$ cat config.mk
export PLATFORM = sky130hd
export DESIGN_NAME = pio_in_edge_irq
export DESIGN_NICKNAME = d
export VERILOG_FILES = /design/src/rtl/pio_in_edge_irq.sv
export SDC_FILE = /design/constraint.sdc
export NUM_CORES = 1
export LEC_CHECK = 0
export ABC_AREA = 1
export CAP_MARGIN = 25
export CORE_AREA = 10 10 89 91
export DETAILED_ROUTE_END_ITERATION = 10
export DIE_AREA = 0 0 99 101
export HOLD_SLACK_MARGIN = 0.1
export SLEW_MARGIN = 0
export SYNTH_ARGS = -nofsm -noshare
export SYNTH_HDL_FRONTEND = slang
export SYNTH_SLANG_ARGS = --single-unit
$ cat constraint.sdc
create_clock -name clk -period 1.3 [get_ports clk]
set_input_delay 0.13 -clock clk [delete_from_list [all_inputs] [get_ports clk]]
set_output_delay 0.13 -clock clk [all_outputs]
set_load 0.05 [all_outputs]
$ cat src/rtl/pio_in_edge_irq.sv
// Avalon-MM input PIO: synchronised WIDTH-bit input, per-bit edge capture (W1C)
// and a maskable level- or edge-driven interrupt.
module pio_in_edge_irq #(
  parameter int unsigned WIDTH       = 8,
  parameter int unsigned SYNC_STAGES = 2,
  parameter int unsigned EDGE_TYPE   = 0,
  parameter int unsigned IRQ_MODE    = 1
) (
  input  logic             clk,
  input  logic             reset_n,
  input  logic [1:0]       address,
  input  logic             chipselect,
  input  logic             write_n,
  input  logic [31:0]      writedata,
  input  logic [WIDTH-1:0] in_port,
  output logic [31:0]      readdata,
  output logic             irq
);

  localparam logic [2:0]  ArmMax = 3'(SYNC_STAGES + 1);
  localparam logic [31:0] WdMask = (WIDTH >= 32) ? 32'hFFFF_FFFF : ((32'h1 << WIDTH) - 32'h1);

  logic [WIDTH-1:0] s;
  logic [WIDTH-1:0] prev_q;
  logic [WIDTH-1:0] mask_q, mask_d;
  logic [WIDTH-1:0] edge_q, edge_d;
  logic [WIDTH-1:0] raw_ev, ev, clr;
  logic [2:0]       arm_q, arm_d;
  logic [31:0]      rdata_d;
  logic             irq_d;
  logic             wr, armed;
  logic             unused_wd;

  assign wr        = chipselect & ~write_n;
  assign unused_wd = ^(writedata & ~WdMask);

  if (SYNC_STAGES == 0) begin : g_nosync
    assign s = in_port;
  end else begin : g_sync
    logic [WIDTH-1:0] sync_q [SYNC_STAGES];

    always_ff @(posedge clk or negedge reset_n) begin
      if (!reset_n) begin
        for (int unsigned k = 0; k < SYNC_STAGES; k++) sync_q[k] <= '0;
      end else begin
        sync_q[0] <= in_port;
        for (int unsigned k = 1; k < SYNC_STAGES; k++) sync_q[k] <= sync_q[k-1];
      end
    end

    assign s = sync_q[SYNC_STAGES-1];
  end

  // Hold off edge detection until the reset-zero pipeline has flushed, so an
  // input idling high does not look like a rising edge after reset.
  assign armed = (arm_q == ArmMax);
  assign arm_d = armed ? arm_q : arm_q + 3'd1;

  always_comb begin
    if (EDGE_TYPE == 0)      raw_ev = s & ~prev_q;
    else if (EDGE_TYPE == 1) raw_ev = ~s & prev_q;
    else                     raw_ev = s ^ prev_q;
    ev = armed ? raw_ev : '0;
  end

  always_comb begin
    clr    = (wr && address == 2'd3) ? writedata[WIDTH-1:0] : '0;
    // A new event wins over a same-cycle clear of the same bit.
    edge_d = (edge_q & ~clr) | ev;
    mask_d = (wr && address == 2'd2) ? writedata[WIDTH-1:0] : mask_q;
  end

  always_comb begin
    rdata_d = '0;
    unique case (address)
      2'd0:    rdata_d[WIDTH-1:0] = s;
      2'd1:    rdata_d = '0;
      2'd2:    rdata_d[WIDTH-1:0] = mask_q;
      default: rdata_d[WIDTH-1:0] = edge_q;
    endcase
  end

  assign irq_d = (IRQ_MODE != 0) ? |(edge_q & mask_q) : |(s & mask_q);

  always_ff @(posedge clk or negedge reset_n) begin
    if (!reset_n) begin
      prev_q   <= '0;
      mask_q   <= '0;
      edge_q   <= '0;
      arm_q    <= '0;
      readdata <= '0;
      irq      <= 1'b0;
    end else begin
      prev_q   <= s;
      mask_q   <= mask_d;
      edge_q   <= edge_d;
      arm_q    <= arm_d;
      readdata <= rdata_d;
      irq      <= irq_d;
    end
  end

endmodule

==> results.json, run 1 <==
{
  "status": "complete, no violations",
  "yosysMostFrequentCell": "nand2_1",
  "synthArstFlopShare": 1.00,
  "synth_area_leaders": "dfrtp_1, nand2_1, buf_4, nand3_1, nand3b_1",
  "regArea_mm2": 0.00130,
  "whs_ns": 0.262,
  "relSlewSlack": 0.567,
  "multi_input_area_um2": 648,
  "worstSetupPathType": "reg -> reg",
  "critPathBufInv": 1,
  "synth_area_mm2": 0.00208,
  "clock_latency_ns": 0.30,
  "seq_area_frac_synth": 0.624,
  "yosysTopAreaCellShare": 0.624,
  "max_slew.worst_pin.slew_ns": 0.647,
  "htree_num_levels": 2,
  "antenna_found_initial": 0,
  "vias": 1361,
  "numCtsBuffers": 5,
  "clockPowerShare": 0.250,
  "setup_tns_ns": 0,
  "drc": 0,
  "drt_iter0_drc": 83,
  "fin_crit_sh": 0.908,
  "setup_violations": 0,
  "place_congestion": 0.838,
  "grt_pass1_vias": 1384,
  "min_path_type": "in -> reg",
  "routed_wl_mm": 4.05,
  "min_period_ns": 1.18,
  "layout.cells.non_filler": 316,
  "cts_buffer_depth": 2,
  "fin_util": 0.421,
  "root_buffer": "clkbuf_8",
  "clk_pin_slew_worst_paths_ns": 0.08,
  "synth_top_cell_by_area": "dfrtp_1",
  "antenna_left": 0,
  "ir_worst_vdd_uv": 514,
  "drive_gt1_frac": 0.142,
  "critPathMaxStageDelay_ns": 0.40,
  "arrival_ns": 1.36,
  "numClockSinks": 52,
  "grt_setup_unrepaired": "false",
  "skew_ns": 0.00593,
  "syn_to_final_growth_pct": 25.4,
  "dieArea_mm2": 0.0100,
  "grt.total_usage": 0.0826,
  "maxSlewViolCount": 0,
  "power_frac_comb": 0.209,
  "diodes": 0,
  "p_per_area_mw_per_mm2": 1300,
  "core_mm2": 0.00620,
  "power_switching_w": 0.00102,
  "nets": 287,
  "synth_area_per_cell_um2": 10.6,
  "synthFlopType": "dfrtp_1",
  "cts_tree": "done",
  "synth_cell_types": 20,
  "swShare": 0.300,
  "yosysWarnings": 0,
  "p_int_w": 0.00238,
  "nFillCells": 590,
  "dp_hpwl_mm": 2.94,
  "startpoint_type": "register",
  "cp_cell_sequence": "ha_2 -> ha_4 -> buf_4 -> nand2_1 -> o21ai_0",
  "worst-path-max-fanout": 5,
  "grt_pass1_wl_mm": 6.70,
  "ys_ff_latch": 52,
  "leakage_nw": 1.23,
  "wl_per_cell_um": 12.8,
  "initial_utilization": 0.336,
  "crit_path_end_kind": "register",
  "seqPwrFrac": 0.541,
  "cp.required_ns": 1.48,
  "maxCapViolCount": 0,
  "synth_edf_count": 0,
  "portBuffers": 30,
  "first_pass_iters": 4,
  "fmax_mhz": 847,
  "num_io_pins": 79,
  "dpl.cell_count": 308,
  "die_w_um": 99,
  "viasPerCell": 4.31,
  "cp_slowest_cell": "dfrtp_1",
  "die_h_um": 101,
  "grt_remaining_overflow": 0,
  "synthTopCellsByCount": "nand2_1, dfrtp_1, buf_4, nand3_1, nand3b_1",
  "finalHoldViolCount": 0,
  "syn_inst": 197,
  "crit_family": "flip-flops",
  "grt_max_degree": 53,
  "rows": 29
}
[power groups by stage]
stage / Sequential (W) / Combinational, W / Clock (W)
global placement: 0.00187 / 0.000706 / 0
finish: 0.00184 / 0.000711 / 0.000852
floorplan: 0.00195 / 0.000369 / 0
global route: 0.00186 / 0.000768 / 0.000942
detailed placement: 0.00187 / 0.000713 / 0
CTS: 0.00184 / 0.000717 / 0.000886
[cell type report]
cell class              count  share of cell area
clock buffers               6              0.0278
multi-input cells         136               0.248
repair buffers             40               0.182
well taps                  77              0.0369
inverters                   4             0.00574
flip-flops and latches     52               0.498
clock inverters             1             0.00191
[layer usage]
layer  routed length (um)  share of wire  track usage  up-vias
met4                   55          0.014       0.0320        0
met3                  262          0.065       0.0343        7
met5                    0              0            0        -
li1                     -              -            -      656
met2                 1990           0.49        0.132       39
met1                 1730           0.43       0.0963      659
[metrics by stage]
step	power [W]	worst slack (ns)	instance area, um^2
6_report	0.00340	0.120	2610
5_1_grt	0.00357	0.0211	2610
2_1_floorplan	0.00232	0.118	2170
3_3_place_gp	0.00257	-0.0552	2510
3_5_place_dp	0.00259	-0.103	2510
4_1_cts	0.00344	0.0139	2600
[cells by family (layout without fill, tap and decap cells)]
family	after synthesis	in the layout	share of synthesized area
simple gates	107	107	0.236
flops	52	52	0.624
buf+inv	32	51	0.113
fa+ha+maj	2	2	0.0120
other cells	1	24	0.00180
compound gates	1	1	0.00240
xor+xnor	1	1	0.00420
mux	1	1	0.00540
[placed cells by master, fill, tap and decap left out]
| master | Yosys | final |
|---|---|---|
| inv_2 | 1 | 1 |
| nor2_4 | 2 | 2 |
| nor2_1 | 2 | 2 |
| clkbuf_8 | 1 | 5 |
| dfrtp_1 | 52 | 52 |
| buf_2 | 1 | 1 |
| nand2_1 | 68 | 68 |
| clkbuf_1 | 0 | 1 |
| ha_2 | 0 | 1 |
| nand2_2 | 1 | 1 |
| ha_4 | 0 | 1 |
| inv_1 | 3 | 3 |
| xnor2_1 | 1 | 1 |
| and3_1 | 1 | 1 |
| nand3_1 | 23 | 23 |
| o21ai_0 | 1 | 1 |
| clkinv_2 | 0 | 1 |
| mux2_2 | 1 | 1 |
| buf_12 | 0 | 10 |
| buf_4 | 24 | 8 |
| nand3b_1 | 8 | 8 |
| dlygate4sd3_1 | 0 | 1 |
| clkdlybuf4s50_1 | 0 | 20 |
| conb_1 | 1 | 24 |
| nand3_2 | 2 | 2 |
[what timing repair did]
| action | CTS | global route |
|---|---|---|
| gates resized for setup | 0 | 3 |
| hold buffers | 1 | 0 |
| buffers inserted | 0 | 0 |
| endpoints found under the setup margin | 0 | 10 |
| hold endpoints to repair | 52 | 0 |
[path summary, 6_finish.rpt]
kind,start,endpoint,slack (ns),cells after the start
setup reg to reg,arm_q[0],arm_q[2],0.12,5
max in group asynchronous,reset_n,g_sync.sync_q[12],0.72,3
hold reg to reg,g_sync.sync_q[14],s[6],0.35,0
hold / removal,in_port[6],g_sync.sync_q[14],0.26,1
setup / recovery,arm_q[0],arm_q[2],0.12,5
min in group asynchronous,reset_n,readdata[3],0.33,3
[state kept, by name, summed over array words and instances, names as in the netlist]
name,flops
prev_q,8
mask_q,8
edge_q,8
readdata,8
irq,1
g_sync.sync_q,8
s,8
arm_q,3
Note: power is estimated with default switching activity, not from simulation.
==> run 2: changes to the inputs <==
--- a/config.mk
+++ b/config.mk
@@ -7,9 +7,10 @@
 export LEC_CHECK = 0
 export ABC_AREA = 1
 export CAP_MARGIN = 25
-export CORE_AREA = 10 10 89 91
+export CORE_AREA = 10 10 121 68
+export CTS_CLUSTER_SIZE = 20
 export DETAILED_ROUTE_END_ITERATION = 10
-export DIE_AREA = 0 0 99 101
+export DIE_AREA = 0 0 131 78
 export HOLD_SLACK_MARGIN = 0.1
 export SLEW_MARGIN = 0
 export SYNTH_ARGS = -nofsm -noshare
==> run 2 against run 1 <==
- flip-flop and latch count unchanged
- clock-buffer cell count unchanged
- highest routed layer unchanged
- critical endpoint is now edge_q[5]
- largest cell class unchanged
- total power up 19%
- sequential power about the same
- non-clock buffer count unchanged
- first-iteration DRC count up 64%
- core utilization up 1.0 points
- via count down 4.3%
- die area up 2.2%
- global-route usage up 0.58 points
- clock skew up 0.0047 ns
==> results.json, run 2 (synthesis gave the netlist of run 1 again) <==
{
  "status": "complete, no violations",
  "portBuffers": 30,
  "die_w_um": 131,
  "diodes": 0,
  "min_path_type": "in -> reg",
  "die_h_um": 78,
  "grt_max_degree": 53,
  "routed_wl_mm": 4.15,
  "drt_iter0_drc": 136,
  "maxCapViolCount": 0,
  "max_slew.worst_pin.slew_ns": 0.652,
  "clk_pin_slew_worst_paths_ns": 0.07,
  "relSlewSlack": 0.564,
  "clock_latency_ns": 0.30,
  "p_per_area_mw_per_mm2": 1480,
  "wl_per_cell_um": 12.5,
  "startpoint_type": "register",
  "arrival_ns": 1.39,
  "crit_start": "arm_q[0]",
  "root_buffer": "clkbuf_16",
  "antenna_found_initial": 0,
  "initial_utilization": 0.329,
  "reg2reg_to": "edge_q[5]",
  "drc": 0,
  "vias": 1302,
  "leakage_nw": 1.28,
  "skew_ns": 0.0106,
  "cts_buffer_depth": 2,
  "setup_violations": 0,
  "design_area_mm2": 0.00273,
  "viasPerCell": 3.92,
  "antenna_left": 0,
  "r2r.worst_path.cells": 5,
  "rrSetupSlack_ns": 0.09,
  "num_io_pins": 79,
  "dieArea_mm2": 0.0102,
  "cp_cell_sequence": "ha_1 -> ha_2 -> buf_4 -> nand3b_1 -> nand2_1",
  "maxSlewViolCount": 0,
  "worst-path-max-fanout": 5,
  "drive_gt1_frac": 0.142,
  "finalHoldViolCount": 0,
  "crit_end": "edge_q[5]",
  "grt.total_usage": 0.0885,
  "syn_to_final_growth_pct": 31.0,
  "cts_tree": "done",
  "grt_remaining_overflow": 0,
  "grt_setup_unrepaired": "false",
  "htree_num_levels": 2,
  "grt_pass1_wl_mm": 6.87,
  "min_period_ns": 1.21,
  "post_dp_cell_area_mm2": 0.00255,
  "total_power_w": 0.00404,
  "power_switching_w": 0.00111,
  "p_int_w": 0.00293,
  "power_frac_comb": 0.179,
  "place_congestion": 0.805,
  "ir_worst_vdd_uv": 450,
  "mostFrequentLayoutCell": "nand2_1",
  "nFillCells": 583,
  "core_mm2": 0.00633,
  "seqPwrFrac": 0.455,
  "cp.required_ns": 1.48,
  "clockPowerShare": 0.366,
  "r2r-start": "arm_q[0]",
  "first_pass_iters": 4,
  "critPathMaxStageDelay_ns": 0.40,
  "mostFrequentLayoutCells": "nand2_1, dfrtp_1, conb_1, nand3_1, clkdlybuf4s50_1",
  "numCtsBuffers": 5,
  "crit_path_end_kind": "register",
  "cp_slowest_cell": "dfrtp_1",
  "swShare": 0.274,
  "post_cts_buffers": 0,
  "rows": 21,
  "dp_hpwl_mm": 3.00,
  "numClockSinks": 52,
  "fin_crit_sh": 0.934,
  "worstSetupPathType": "reg -> reg",
  "grt_pass1_vias": 1337,
  "nets": 287,
  "fmax_mhz": 824
}
run 2: cell types whose count changed in the layout (fill, tap and decap cells not counted), sizes merged:
cell,change
bufinv,+1
run 2: through the flow:
step                setup WS [ns]  setup TNS, ns   util  instances  hold slack [ns]
floorplan                   0.118              0      -        220           -0.166
global placement           -0.107         -0.784  0.403        323            0.140
detailed placement         -0.152          -1.00  0.403        323            0.139
CTS                        0.0397              0  0.431        332            0.265
global route               0.0175              0  0.431        332            0.263
finish                     0.0864              0  0.431        332            0.271
run 2: how the worst min path moves through the flow:
stage               startpoint                end  cells past startpoint  slack (ns)
finish              in_port[2]  g_sync.sync_q[10]                      1        0.27
global route        in_port[3]  g_sync.sync_q[11]                      1        0.26
CTS                 in_port[3]  g_sync.sync_q[11]                      1        0.27
detailed placement     reset_n          edge_q[7]                      2        0.14
global placement       reset_n               s[7]                      2        0.14
floorplan              reset_n           arm_q[0]                      0       -0.17
run 2: layer usage:
layer / part of all wire / global-route usage / vias up / wire (um)
met5: 0 / 0 / - / 0
met4: 0.021 / 0.0464 / 0 / 89
met3: 0.072 / 0.0421 / 8 / 300
met2: 0.43 / 0.118 / 26 / 1770
met1: 0.48 / 0.115 / 609 / 1990
li1: - / - / 659 / -
run 2: area by class of cell:
type                       instances  area (um^2)  share of cell area
clock inverter                     2         35.0              0.0128
sequential                        52         1300               0.476
timing repair buffer              40          500               0.183
multi-input combinational        136          636               0.233
clock buffer                       6          129              0.0472
inverter                           4         15.0             0.00550
tap                               92          115              0.0421
run 2: repair_timing:
| action | 4_1_cts | 5_1_grt |
|---|---|---|
| endpoints found under the hold margin | 52 | 0 |
| gates resized for setup | 0 | 1 |
| endpoints found under the setup margin | 0 | 5 |
| hold buffers | 1 | 0 |
run 2: power groups by stage:
stage / logic, W / clock network, W / registers (W)
floorplan: 0.000369 / 0 / 0.00195
global placement: 0.000721 / 0 / 0.00187
detailed placement: 0.000726 / 0 / 0.00187
CTS: 0.000730 / 0.00151 / 0.00184
global route: 0.000786 / 0.00159 / 0.00186
finish: 0.000723 / 0.00148 / 0.00184
run 2: worst max-delay path: cells and delay by family (launching register included):
family / cells / cell delay (ns)
AND/OR/NAND/NOR: 2 / 0.14
buffers and inverters: 1 / 0.16
adder cells (fa/ha/maj): 2 / 0.40
flip-flops: 1 / 0.40
